<file path="src/rtl/uart_pkg.sv">
// Shared UART definitions: parity modes, receive state encoding and baud divisor.
package uart_pkg;

    localparam int PAR_NONE = 0;
    localparam int PAR_ODD  = 1;
    localparam int PAR_EVEN = 2;

    typedef enum logic [2:0] {
        RX_IDLE   = 3'd0,
        RX_START  = 3'd1,
        RX_DATA   = 3'd2,
        RX_PARITY = 3'd3,
        RX_STOP   = 3'd4
    } rx_state_e;

    function automatic int baud_div(input int clk_hz, input int baud);
        return clk_hz / baud;
    endfunction

endpackage

</file>
<file path="src/rtl/uart_rx_sampler.sv">
// Line conditioning for the UART receiver: synchroniser, history flop,
// start-edge detect and 2-of-3 majority vote.
module uart_rx_sampler (
    input  logic clk,
    input  logic rst_n,
    input  logic rx,
    output logic fall,
    output logic vote
);

    logic       sync1;
    logic       sync2;
    logic       hist;
    logic [1:0] fill;
    logic       armed;

    // The chain resets high, so the first real low sample would look like an
    // edge; edges only count once a genuine high has come through sync2.
    always_ff @(posedge clk or negedge rst_n) begin
        if (!rst_n) begin
            sync1 <= 1'b1;
            sync2 <= 1'b1;
            hist  <= 1'b1;
            fill  <= 2'b00;
            armed <= 1'b0;
        end else begin
            sync1 <= rx;
            sync2 <= sync1;
            hist  <= sync2;
            fill  <= {fill[0], 1'b1};
            armed <= armed | (fill[1] & sync2);
        end
    end

    assign fall = armed & hist & ~sync2;
    assign vote = (sync1 & sync2) | (sync1 & hist) | (sync2 & hist);

endmodule

</file>
<file path="src/rtl/uart_rx_frame.sv">
// Parametrised UART receiver: 5..9 data bits, optional parity, 1/2 stop bits,
// frame/parity/overrun reporting and a valid/ready output register.
module uart_rx_frame
    import uart_pkg::*;
#(
    parameter int CLK_FREQ  = 5_000_000,
    parameter int BAUD_RATE = 9600,
    parameter int DATA_BITS = 8,
    parameter int PARITY    = 0,
    parameter int STOP_BITS = 1
) (
    input  logic                 clk,
    input  logic                 rst_n,
    input  logic                 rx,
    output logic [DATA_BITS-1:0] m_data,
    output logic                 m_valid,
    input  logic                 m_ready,
    output logic                 frame_err,
    output logic                 parity_err,
    output logic                 overrun,
    output logic                 busy,
    output rx_state_e            state_dbg
);

    localparam int DIV  = baud_div(CLK_FREQ, BAUD_RATE);
    localparam int CW   = $clog2(DIV);
    localparam int HALF = DIV / 2;

    // m_valid/m_ready: a word transfers in any cycle where both are high;
    // while m_valid && !m_ready the data and flags are frozen.

    logic                 fall;
    logic                 vote;
    rx_state_e            state;
    logic [CW-1:0]        cnt;
    logic [3:0]           bit_idx;
    logic [1:0]           stop_idx;
    logic [DATA_BITS-1:0] shreg;
    logic                 perr_r;
    logic                 ferr_r;
    logic                 done;

    uart_rx_sampler u_sampler (
        .clk   (clk),
        .rst_n (rst_n),
        .rx    (rx),
        .fall  (fall),
        .vote  (vote)
    );

    always_ff @(posedge clk or negedge rst_n) begin
        if (!rst_n) begin
            state    <= RX_IDLE;
            cnt      <= '0;
            bit_idx  <= '0;
            stop_idx <= '0;
            shreg    <= '0;
            perr_r   <= 1'b0;
            ferr_r   <= 1'b0;
            busy     <= 1'b0;
            done     <= 1'b0;
        end else begin
            done <= 1'b0;
            case (state)
                RX_IDLE: begin
                    if (fall) begin
                        state <= RX_START;
                        busy  <= 1'b1;
                        cnt   <= '0;
                    end
                end
                RX_START: begin
                    if (cnt == CW'(HALF - 1)) begin
                        cnt <= '0;
                        if (vote) begin
                            state <= RX_IDLE;
                            busy  <= 1'b0;
                        end else begin
                            state    <= RX_DATA;
                            bit_idx  <= '0;
                            stop_idx <= '0;
                            perr_r   <= 1'b0;
                            ferr_r   <= 1'b0;
                        end
                    end else begin
                        cnt <= cnt + 1'b1;
                    end
                end
                RX_DATA: begin
                    if (cnt == CW'(DIV - 1)) begin
                        cnt   <= '0;
                        shreg <= {vote, shreg[DATA_BITS-1:1]};
                        if (bit_idx == 4'(DATA_BITS - 1)) begin
                            state <= (PARITY != PAR_NONE) ? RX_PARITY : RX_STOP;
                        end else begin
                            bit_idx <= bit_idx + 4'd1;
                        end
                    end else begin
                        cnt <= cnt + 1'b1;
                    end
                end
                RX_PARITY: begin
                    if (cnt == CW'(DIV - 1)) begin
                        cnt    <= '0;
                        perr_r <= ((^shreg) ^ vote) != (PARITY == PAR_ODD);
                        state  <= RX_STOP;
                    end else begin
                        cnt <= cnt + 1'b1;
                    end
                end
                RX_STOP: begin
                    if (cnt == CW'(DIV - 1)) begin
                        cnt <= '0;
                        if (!vote) begin
                            ferr_r <= 1'b1;
                        end
                        // Leaving at mid-stop-bit lets the next start edge be caught.
                        if (stop_idx == 2'(STOP_BITS - 1)) begin
                            state <= RX_IDLE;
                            busy  <= 1'b0;
                            done  <= 1'b1;
                        end else begin
                            stop_idx <= stop_idx + 2'd1;
                        end
                    end else begin
                        cnt <= cnt + 1'b1;
                    end
                end
                default: state <= RX_IDLE;
            endcase
        end
    end

    always_ff @(posedge clk or negedge rst_n) begin
        if (!rst_n) begin
            m_data     <= '0;
            m_valid    <= 1'b0;
            frame_err  <= 1'b0;
            parity_err <= 1'b0;
            overrun    <= 1'b0;
        end else begin
            overrun <= 1'b0;
            if (done) begin
                if (!m_valid || m_ready) begin
                    m_data     <= shreg;
                    frame_err  <= ferr_r;
                    parity_err <= perr_r;
                    m_valid    <= 1'b1;
                end else begin
                    overrun <= 1'b1;
                end
            end else if (m_ready) begin
                m_valid <= 1'b0;
            end
        end
    end

    assign state_dbg = state;

endmodule

</file>
<file path="config.mk">
export PLATFORM = sky130hd
export DESIGN_NAME = uart_rx_frame
export DESIGN_NICKNAME = d
export VERILOG_FILES = /design/src/rtl/uart_pkg.sv /design/src/rtl/uart_rx_sampler.sv /design/src/rtl/uart_rx_frame.sv
export SDC_FILE = /design/constraint.sdc
export NUM_CORES = 1
export LEC_CHECK = 0
export CORE_MARGIN = 5
export CORE_UTILIZATION = 62
export CTS_CLUSTER_DIAMETER = 150
export DETAILED_ROUTE_END_ITERATION = 8
export DONT_BUFFER_PORTS = 1
export PLACE_DENSITY_LB_ADDON = 0.12
export SYNTH_ARGS = -nofsm -noshare
export SYNTH_HDL_FRONTEND = slang
export SYNTH_SLANG_ARGS = --single-unit
</file>
<file path="constraint.sdc">
create_clock -name clk -period 2.3 [get_ports clk]
set_input_delay 0.23 -clock clk [delete_from_list [all_inputs] [get_ports clk]]
set_output_delay 0.23 -clock clk [all_outputs]
set_load 0.02 [all_outputs]
</file>
### Yosys cells after proc, flatten, opt, wreduce, memory -nomap -nowiden

Index checks and enable logic that the tools add are counted.

| operators by class | value |
|---|---|
| add/sub/neg operators | 3 |
| multipliers | 0 |
| div/mod/pow operators | 0 |
| order comparisons | 0 |
| equal/unequal tests | 20 |
| shift-type cells | 0 |
| multiplexer cells | 44 |
| bitwise logic cells | 11 |
| reductions and logical operators | 22 |

Operators with widths:

| cell | count |
|---|---|
| $mux W10 | 3 |
| $pmux W10 S3 | 1 |
| $ne A2 B2 Y1 const B | 12 |
| $mux W3 | 7 |
| $mux W1 | 18 |
| $mux W4 | 4 |
| $pmux W3 S5 | 1 |
| $reduce_and A5 Y1 | 3 |
| $add A10 B1 Y10 const B | 1 |
| $eq A10 B10 Y1 const B | 1 |
| $eq A10 B9 Y1 const B | 1 |
| $mux W2 | 5 |
| $pmux W4 S2 | 1 |
| $reduce_and A2 Y1 | 4 |
| $reduce_bool A2 Y1 | 4 |
| $reduce_xor A8 Y1 | 1 |
| $reduce_and A7 Y1 | 1 |
| $and A1 B1 Y1 | 6 |
| $eq A3 B2 Y1 const B | 2 |
| $reduce_and A6 Y1 | 1 |
| $reduce_bool A3 Y1 | 2 |
| $add A4 B1 Y4 const B | 1 |
| $eq A4 B3 Y1 const B | 1 |
| $pmux W1 S2 | 2 |
| 15 further kinds | 17 |

| storage, ports and cells | value |
|---|---|
| flip-flop bits (word level) | 49 |
| latch bits | 0 |
| memory bits (writable) | 0 |
| bits in read-only memories | 0 |
| input bits | 4 |
| word-level logic and storage cells | 119 |
| memories | 0 |

### Depth between registers and ports, before layout

Gate-level depths: netlist of the first run.

| logic depth | value |
|---|---|
| depth in word-level cells | 6 |
| mapped depth | 6 |
| gate-level depth less buffers | 6 |

### Hierarchy

From an unflattened synthesis of the first run, not the netlist that was laid out.

| unflattened totals | value |
|---|---|
| cell total of the unflattened synthesis | 221 |
| area total of the unflattened synthesis | 2401.1 um^2 |

By module, submodules not included:

| module | times used | cells each | area each (um^2) |
|---|---|---|---|
| uart_rx_frame | 1 | 211 | 2213.4 |
| uart_rx_sampler | 1 | 10 | 187.7 |

### Least setup slack after synthesis of the first run

OpenSTA, ideal clock, no wires.

| timing | value |
|---|---|
| kind | register to register |
| start point | register state[0] (netlist: state_dbg[0]) |
| end point | register bit_idx[3] |
| setup time | 0.095 ns |
| arrival time | 1.950 ns |
| data required time | 2.205 ns |
| setup slack | 0.255 ns |
| cell stages (with the launch flop) | 6 |
| period minus slack after synthesis | 2.045 ns |
| cells stage by stage | dfrtp_1 -> or3b_1 -> buf_2 -> o32a_4 -> or4_4 -> o31ai_1 |

| on the way | value |
|---|---|
| cells in the longest elaborated chain, start to end | 3 |
| elaborated cells between the ends (all ways) | 9 |
| classes of those cells | 6 x eq/ne; 1 x mux; 2 x reduce/logical |

RTL lines:

| what | line | RTL |
|---|---|---|
| start, declared | uart_rx_frame.sv:34 | `rx_state_e state;` |
| start signal, assigned | uart_rx_frame.sv:94 | `state <= (PARITY != PAR_NONE) ? RX_PARITY : RX_STOP;` |
| $eq A3 B2 Y1 / $eq A3 B1 Y1 (equally long branches) | uart_rx_frame.sv:64 | `case (state)` |
| $ne A2 B2 Y1 (no source line) / $reduce_bool A2 Y1 (equally long branches) | -- |  |
| $reduce_and A5 Y1 (no source line) | -- |  |
| end signal, assigned | uart_rx_frame.sv:96 | `bit_idx <= bit_idx + 4'd1;` |
| end, declared | uart_rx_frame.sv:36 | `logic [3:0] bit_idx;` |

Parallel ways exist; a longest one is shown, timed or not.
A chain may end at the register's enable or synchronous reset.

### Worst setup path after layout of the first run

| timing | value |
|---|---|
| start point | register cnt[0] |
| end point | register bit_idx[3] |

| on the way | value |
|---|---|
| cells in the longest elaborated chain, start to end | 3 |
| elaborated cells between the ends (all ways) | 5 |
| classes of those cells | 4 x eq/ne; 1 x reduce/logical |

RTL lines:

| what | line | RTL |
|---|---|---|
| start, declared | uart_rx_frame.sv:35 | `logic [CW-1:0] cnt;` |
| start signal, assigned | uart_rx_frame.sv:86 | `cnt <= cnt + 1'b1;` |
| start signal, assigned | uart_rx_frame.sv:99 | `cnt <= cnt + 1'b1;` |
| start signal, assigned | uart_rx_frame.sv:108 | `cnt <= cnt + 1'b1;` |
| $eq A10 B10 Y1 / $eq A10 B9 Y1 (equally long branches) | uart_rx_frame.sv:90, uart_rx_frame.sv:73 |  |
| $ne A2 B2 Y1 (no source line) | -- |  |
| $reduce_and A5 Y1 (no source line) (*) | -- |  |

Every way passes the cells marked *; elsewhere a longest branch is shown, timed or not.

==> impl_results.md, run 1 <==
* Gr ovfl total at 0
* Longest Clk Path Bufs at 2
* Yosys reg bits at 49
* Worst r2r dst: bit_idx[3]$_DFFE_PN0P_
* Core area at 3940 µm²
* Vias/cell at 6.12
* Met2 Resource Use GR at 29.7%
* Syn_nets at 231
* Hold Crit Class: in -> reg
* CTS tree: done
* Critical Path RT at 2.48 ns
* Period Utilization, post-route at 95.1%
* Worst R2R Setup Slack at 0.11 ns
* Worst path arrival time at 2.37 ns
* Final Max Tran Viols at 0
* Peak supply drop at 0.000455 V
* Area grow syn2layout at 9.73%
* GR peak layer: met2
* Final core utilization at 68.7%
* Final WL at 4710 µm
* Worst reg2reg startpoint: cnt[0]$_DFFE_PN0P_
* ANT nets after route at 0
* Final setup violating endpoints at 0
* First-pass GRT wire length at 8080 µm
* Pre-antenna DRT Iters at 4
* Largest net degree at the start of global routing at 50
* Die Span Y at 73.1 µm
* CTS clock-pin slew for the worst setup and hold paths at 0.09 ns
* CP endpoint kind: register
* Top cell type's share of synthesized area at 46.6%
* Setup ws final at 0.113 ns
* Die width at 73.1 µm
* Diodes inserted at 0
* Wire per inst at 16.5 µm
* CTS Root Buffer Type: clkbuf_8
* Max_cap viols at 0
* Yosys cell types at 57
* Synth warnings at 0
* Starting Density at 62.6%
* Worst-Skew Late Latency at 0.30 ns
* Register area share after synthesis at 49.8%
* Leak pwr at 1.19 nW
* Port Buf Inserts at 0
* Hold Startpoint: m_ready
* Area leader, netlist: dfrtp_1
* WHS Endpoint: overrun$_DFF_PN0_
* Setup WS pre-CTS at 0.177 ns
* Status: completed
* Met3 usage at 3.31%
* Die ar. at 5350 µm²
* I/O Pins at 20
* Fraction of registers with async set/reset at 100%
* Initial antenna violation count at 0
* Reg2reg path depth at 5
* Largest cells by area after synthesis: dfrtp_1, mux2_2, nand2_1
* Critical-path top delay cell: o32a_4
* Worst Setup Start Kind: register
* Post-cts resize count at 0
* DRT iter0 DRCs at 164
* Gr usage total at 19.3%
* Finished layout cell area at 2710 µm²
* Post-Syn Area at 2470 µm²
* Grt met1 use at 27.4%
* Gpl congestion at 0.983
* Fmax achieved at 457 MHz
* PD cells at 766 nW/µm²
* Vias in the first global route at 1685
* Hold path depth at 2
* Via count at 1743
* Site row count at 23
* CTS H-tree depth at 2
* Most frequent cells in the layout: dfrtp_1, nand2_1, mux2_2, nor2_1, o21ai_0
* Fin Setup TNS at 0 ns
* Count of flip-flops with a built-in enable after synthesis at 0
* Most common cell after layout, fill and taps aside: dfrtp_1
* Final Hold Vio Count at 0
* Cts bufs inserted at 5
* Mapped Cells at 224
* Layout Skew at 0.0121 ns
* Tmin final at 2.19 ns
* Maximum single-stage delay on the critical path at 0.45 ns
* # DRC at 0
* CP Cell Sequence: ha_1 -> nand4b_1 -> o32a_4 -> or4_4 -> o31ai_1
* Mean Syn Cell Area at 11.0 µm²
* Number of nets in the layout at 241
* Area after DPL at 2560 µm²
* Maximum fanout along the worst path at 7
* Primary FF master, synth: dfrtp_1
* Hold slack at 0.140 ns
* # clock sinks at 49
* CP Class: reg -> reg
* Post-DP HPWL at 3360 µm
* Layout cell share with drive strength beyond 1 at 20.9%
* RSZ-0062 raised after global routing: false
## power by group
group          internal, mW  total (mW)  switching, mW
clock network         0.248       0.529          0.281
logic                 0.188       0.449          0.261
registers             0.950        1.10          0.148
## cells in the mapped netlist (2+ instances only)
cell type / n
or3b_2: 2
nand2b_1: 4
o21ai_0: 10
or4_1: 2
buf_2: 2
and3b_1: 2
nand3_1: 6
xnor2_1: 6
dfstp_2: 3
nand2_1: 24
mux2_2: 18
mux2i_1: 4
dfrtp_1: 46
o221ai_1: 2
o22ai_1: 3
a21o_1: 3
o41ai_1: 3
or3_1: 5
o21bai_1: 2
nor2_1: 11
nor2b_1: 4
nor3_1: 4
clkbuf_1: 6
o31ai_1: 2
ha_1: 3
o211ai_1: 5
a211oi_1: 2
inv_1: 8
nor4_1: 4
## cells by family (layout without fill, tap and decap cells)
kind of cell               count (synthesis)  in the layout  share of synthesized area (%)
xor gates and xnor gates                   7              7                           3.04
DFF                                       49             49                           49.8
adders and majority gates                  4              4                           1.93
other                                      1              1                          0.152
muxes                                     22             22                           9.83
AOI/OAI and AO/OA                         45             45                           14.2
buffers and inverters                     17             28                           2.68
and+or+nand+nor                           79             79                           18.4
## state kept, by name, summed over array words and instances, names as in the netlist, 2 cells and up
signal          cells
state_dbg           3
stop_idx            2
u_sampler.fill      2
m_data              8
cnt                10
shreg               8
bit_idx             4
## routing by layer
| metal | up-vias | share of wire [%] |
|---|---|---|
| li1 | 844 | - |
| met1 | 843 | 47 |
| met2 | 49 | 47 |
| met3 | 7 | 4.8 |
| met4 | 0 | 1.0 |
| met5 | - | 0 |
## through the flow
step | std cells | power [mW]
after floorplan | 224 | 1.41
after global placement | 274 | 1.51
after detailed placement | 274 | 1.53
after CTS | 285 | 2.09
after global routing | 285 | 2.21
final | 285 | 2.08
## worst max path at each step
stage | from | end | slack (ns)
floorplan | state_dbg[0]$_DFFE_PN0P_ | bit_idx[3]$_DFFE_PN0P_ | 0.25
global placement | cnt[6]$_DFFE_PN0P_ | busy$_DFFE_PN0P_ | 0.26
detailed placement | cnt[0]$_DFFE_PN0P_ | bit_idx[3]$_DFFE_PN0P_ | 0.18
CTS | cnt[0]$_DFFE_PN0P_ | bit_idx[3]$_DFFE_PN0P_ | 0.15
global route | cnt[0]$_DFFE_PN0P_ | bit_idx[3]$_DFFE_PN0P_ | 0.02
finish | cnt[0]$_DFFE_PN0P_ | bit_idx[3]$_DFFE_PN0P_ | 0.11
## what timing repair did
action,CTS,global route
setup buffers,0,0
hold endpoints to repair,50,0
hold buffers,3,0
## worst max-delay path: cells and delay by family, from the launching register on
kind / cells / cell delay [ns]
DFF: 1 / 0.39
adders and majority gates: 1 / 0.27
and+or+nand+nor: 2 / 0.67
AOI/OAI and AO/OA: 2 / 0.73
## area by class of cell
type / instances / area (µm²)
Inverter: 8 / 30.0
Fill cell: 293 / 1230
Tap cell: 50 / 62.6
Clock buffer: 6 / 82.6
Clock inverter: 2 / 16.3
Timing Repair Buffer: 12 / 115
Multi-Input combinational cell: 158 / 1170
Sequential cell: 49 / 1230
Note: power is estimated with default switching activity, not from simulation.
==> inputs of run 2 (changes only) <==
--- a/config.mk
+++ b/config.mk
@@ -7,9 +7,10 @@
 export LEC_CHECK = 0
 export CORE_MARGIN = 5
 export CORE_UTILIZATION = 62
-export CTS_CLUSTER_DIAMETER = 150
+export CTS_CLUSTER_DIAMETER = 120
 export DETAILED_ROUTE_END_ITERATION = 8
 export DONT_BUFFER_PORTS = 1
+export GPL_TIMING_DRIVEN = 0
 export PLACE_DENSITY_LB_ADDON = 0.12
 export SYNTH_ARGS = -nofsm -noshare
 export SYNTH_HDL_FRONTEND = slang
==> run 2 against run 1 <==
- first-iteration DRC count up 7.3%
- design area unchanged
- sequential power about the same
- largest cell class unchanged
- highest routed layer unchanged
==> impl_results.md, run 2 (synthesized netlist as in run 1, its figures left out) <==
* CP delay by family, top: simple AND/OR/NAND/NOR gates
* Leak pwr at 1.16 nW (-2.1%)
* Die width at 73.1 µm (unchanged)
* Setup WS pre-CTS at 0.0847 ns (-0.0921 ns)
* Die Span Y at 73.1 µm (unchanged)
* Maximum single-stage delay on the critical path at 0.53 ns (+0.08 ns)
* Most frequent cells in the layout: dfrtp_1, nand2_1, mux2_2, nor2_1, o21ai_0
* DRT iter0 DRCs at 176 (+7.3%)
* Post-DP HPWL at 3510 µm (+4.5%)
* Most common cell after layout, fill and taps aside: dfrtp_1
* Final setup violating endpoints at 0 (unchanged)
* Layout Skew at 0.00636 ns (-0.00573 ns)
* CP bufs+invs at 1 (+1)
* CP endpoint kind: register
* Die ar. at 5350 µm² (unchanged)
* Final Max Tran Viols at 0 (unchanged)
* Net Sw Power at 0.716 mW (+3.9%)
* Status: completed
* Peak supply drop at 0.000630 V (+38%)
* Hold Crit Class: in -> reg
* Sequential Power Share at 52.2% (-0.7 points)
* PD cells at 768 nW/µm² (+0.31%)
* Cell Int Power at 1.37 mW (-1.5%)
* Worst-Skew Late Latency at 0.30 ns (about the same)
* Worst Setup Start Kind: register
* Inst Count DP at 274 (unchanged)
* Post-Layout Cell Count at 285 (unchanged)
* Fmax achieved at 450 MHz (-1.7%)
* Gr usage total at 21.6% (+2.4 points)
* Clock Power Share at 25.5% (about the same)
* # DRC at 0 (unchanged)
* Pre-antenna DRT Iters at 4 (unchanged)
* Largest Register: cnt
* Fin Setup TNS at 0 ns (unchanged)
* Wire per inst at 17.6 µm (+6.9%)
* Vias/cell at 6.26 (+2.4%)
* Via count at 1785 (+2.4%)
* Post-CTS Setup Repair Bufs at 0 (unchanged)
* Critical-path top delay cell: dfrtp_1
* Power share of the combinational group at 22.2% (+0.6 points)
* First-pass GRT wire length at 9010 µm (+12%)
* Period Utilization, post-route at 96.7% (+1.6 points)
* Max_cap viols at 0 (unchanged)
* Layout cell share with drive strength beyond 1 at 18.7% (-2.1 points)
* Net Sw Frac at 34.4% (+1.2 points)
* # clock sinks at 49 (unchanged)
* CTS H-tree depth at 2 (unchanged)
* Biggest regs: cnt x10, m_data x8, shreg x8
* Worst-margin pin slew at 0.526 ns
* Max reg flops at 10 (unchanged)
* Area after DPL at 2530 µm² (-1.2%)
* I/O Pins at 20 (unchanged)
* Number of nets in the layout at 241 (unchanged)
* Final Hold Vio Count at 0 (unchanged)
* Slew Limit Headroom at 64.7%
* Port Buf Inserts at 0 (unchanged)
* Gr ovfl total at 0 (unchanged)
* Final core utilization at 68.7% (unchanged)
* Initial antenna violation count at 0 (unchanged)
* Hold slack at 0.150 ns (+0.00924 ns)
* Longest Clk Path Bufs at 2 (unchanged)
* Gpl congestion at 0.907 (-7.7%)
* Finished layout cell area at 2710 µm² (unchanged)
* Largest net degree at the start of global routing at 50 (unchanged)
* CTS tree: done
* Area grow syn2layout at 9.73% (unchanged)
* Critical Path RT at 2.51 ns (+0.03 ns)
* ANT nets after route at 0 (unchanged)
* Final WL at 5030 µm (+6.9%)
* CTS Root Buffer Type: clkbuf_8
* Maximum fanout along the worst path at 6 (-1)
* Starting Density at 62.6% (unchanged)
* Tmin final at 2.22 ns (+0.0374 ns)
* Worst path arrival time at 2.43 ns (+0.06 ns)
* Setup ws final at 0.0757 ns (-0.0374 ns)
* CP Class: reg -> reg
* Vias in the first global route at 1800 (+6.8%)
* Core area at 3940 µm² (unchanged)
* Site row count at 23 (unchanged)
* CP Cell Sequence: or3b_1 -> buf_2 -> o32a_4 -> or4_4 -> o31ai_1
* Cts bufs inserted at 5 (unchanged)
* FILL cells at 282 (-3.8%)
* Worst R2R Setup Slack at 0.08 ns (-0.04 ns)
* Tot Pwr at 2.08 mW (+0.31%)
* CTS clock-pin slew for the worst setup and hold paths at 0.09 ns (about the same)
* Diodes inserted at 0 (unchanged)
run 2: cell count changes in the layout (fill, tap and decap cells not counted):
cell      previous run  this run
buf_4                9         0
clkbuf_1             0         5
buf_2                0         2
a211oi_1             2         1
a211oi_2             0         1
a31oi_2              1         0
a31oi_4              0         1
a32oi_2              1         0
a32oi_4              0         1
buf_1                0         1
clkbuf_2             0         1
nor2_2               1         0
nor2_4               0         1
run 2: layout make-up:
class | count | area (µm²) | share of cell area [%]
Sequential cell | 49 | 1230 | 45.4
Multi-Input combinational cell | 158 | 1200 | 44.4
Clock buffer | 6 | 82.6 | 3.05
Tap cell | 50 | 62.6 | 2.31
Timing Repair Buffer | 3 | 47.5 | 1.75
Buffer | 9 | 37.5 | 1.39
Inverter | 8 | 30.0 | 1.11
Clock inverter | 2 | 16.3 | 0.600
run 2: per-layer routing:
layer  vias to the layer above  part of all wire, %  GRT usage, %
met4                         0                 0.66          5.53
met5                         -                    0             0
li1                        848                    -             -
met1                       885                   44          28.5
met3                         3                  4.7          4.41
met2                        49                   51          36.4
run 2: repair_timing:
action                                 CTS  global route
endpoints found under the hold margin   50             0
setup endpoints to repair                0            12
gates resized for setup                  0             6
hold buffers                             3             0
run 2: final timing paths:
check                                            start                     endpoint  cells past startpoint
setup / recovery              state_dbg[1]$_DFFE_PN0P_       bit_idx[3]$_DFFE_PN0P_                      5
hold / removal                                 m_ready            overrun$_DFF_PN0_                      2
setup reg to reg              state_dbg[1]$_DFFE_PN0P_       bit_idx[3]$_DFFE_PN0P_                      5
hold reg to reg            u_sampler.fill[0]$_DFF_PN0_  u_sampler.fill[1]$_DFF_PN0_                      0
max in group asynchronous                        rst_n     u_sampler.hist$_DFF_PN1_                      2
min in group asynchronous                        rst_n       bit_idx[2]$_DFFE_PN0P_                      2
run 2: power groups by stage:
stage / clock, mW / sequential [mW] / combinational [mW]
after floorplan: 0 / 1.07 / 0.332
after global placement: 0 / 1.09 / 0.396
after detailed placement: 0 / 1.11 / 0.413
after CTS: 0.546 / 1.09 / 0.442
after global routing: 0.593 / 1.11 / 0.517
final: 0.532 / 1.09 / 0.463
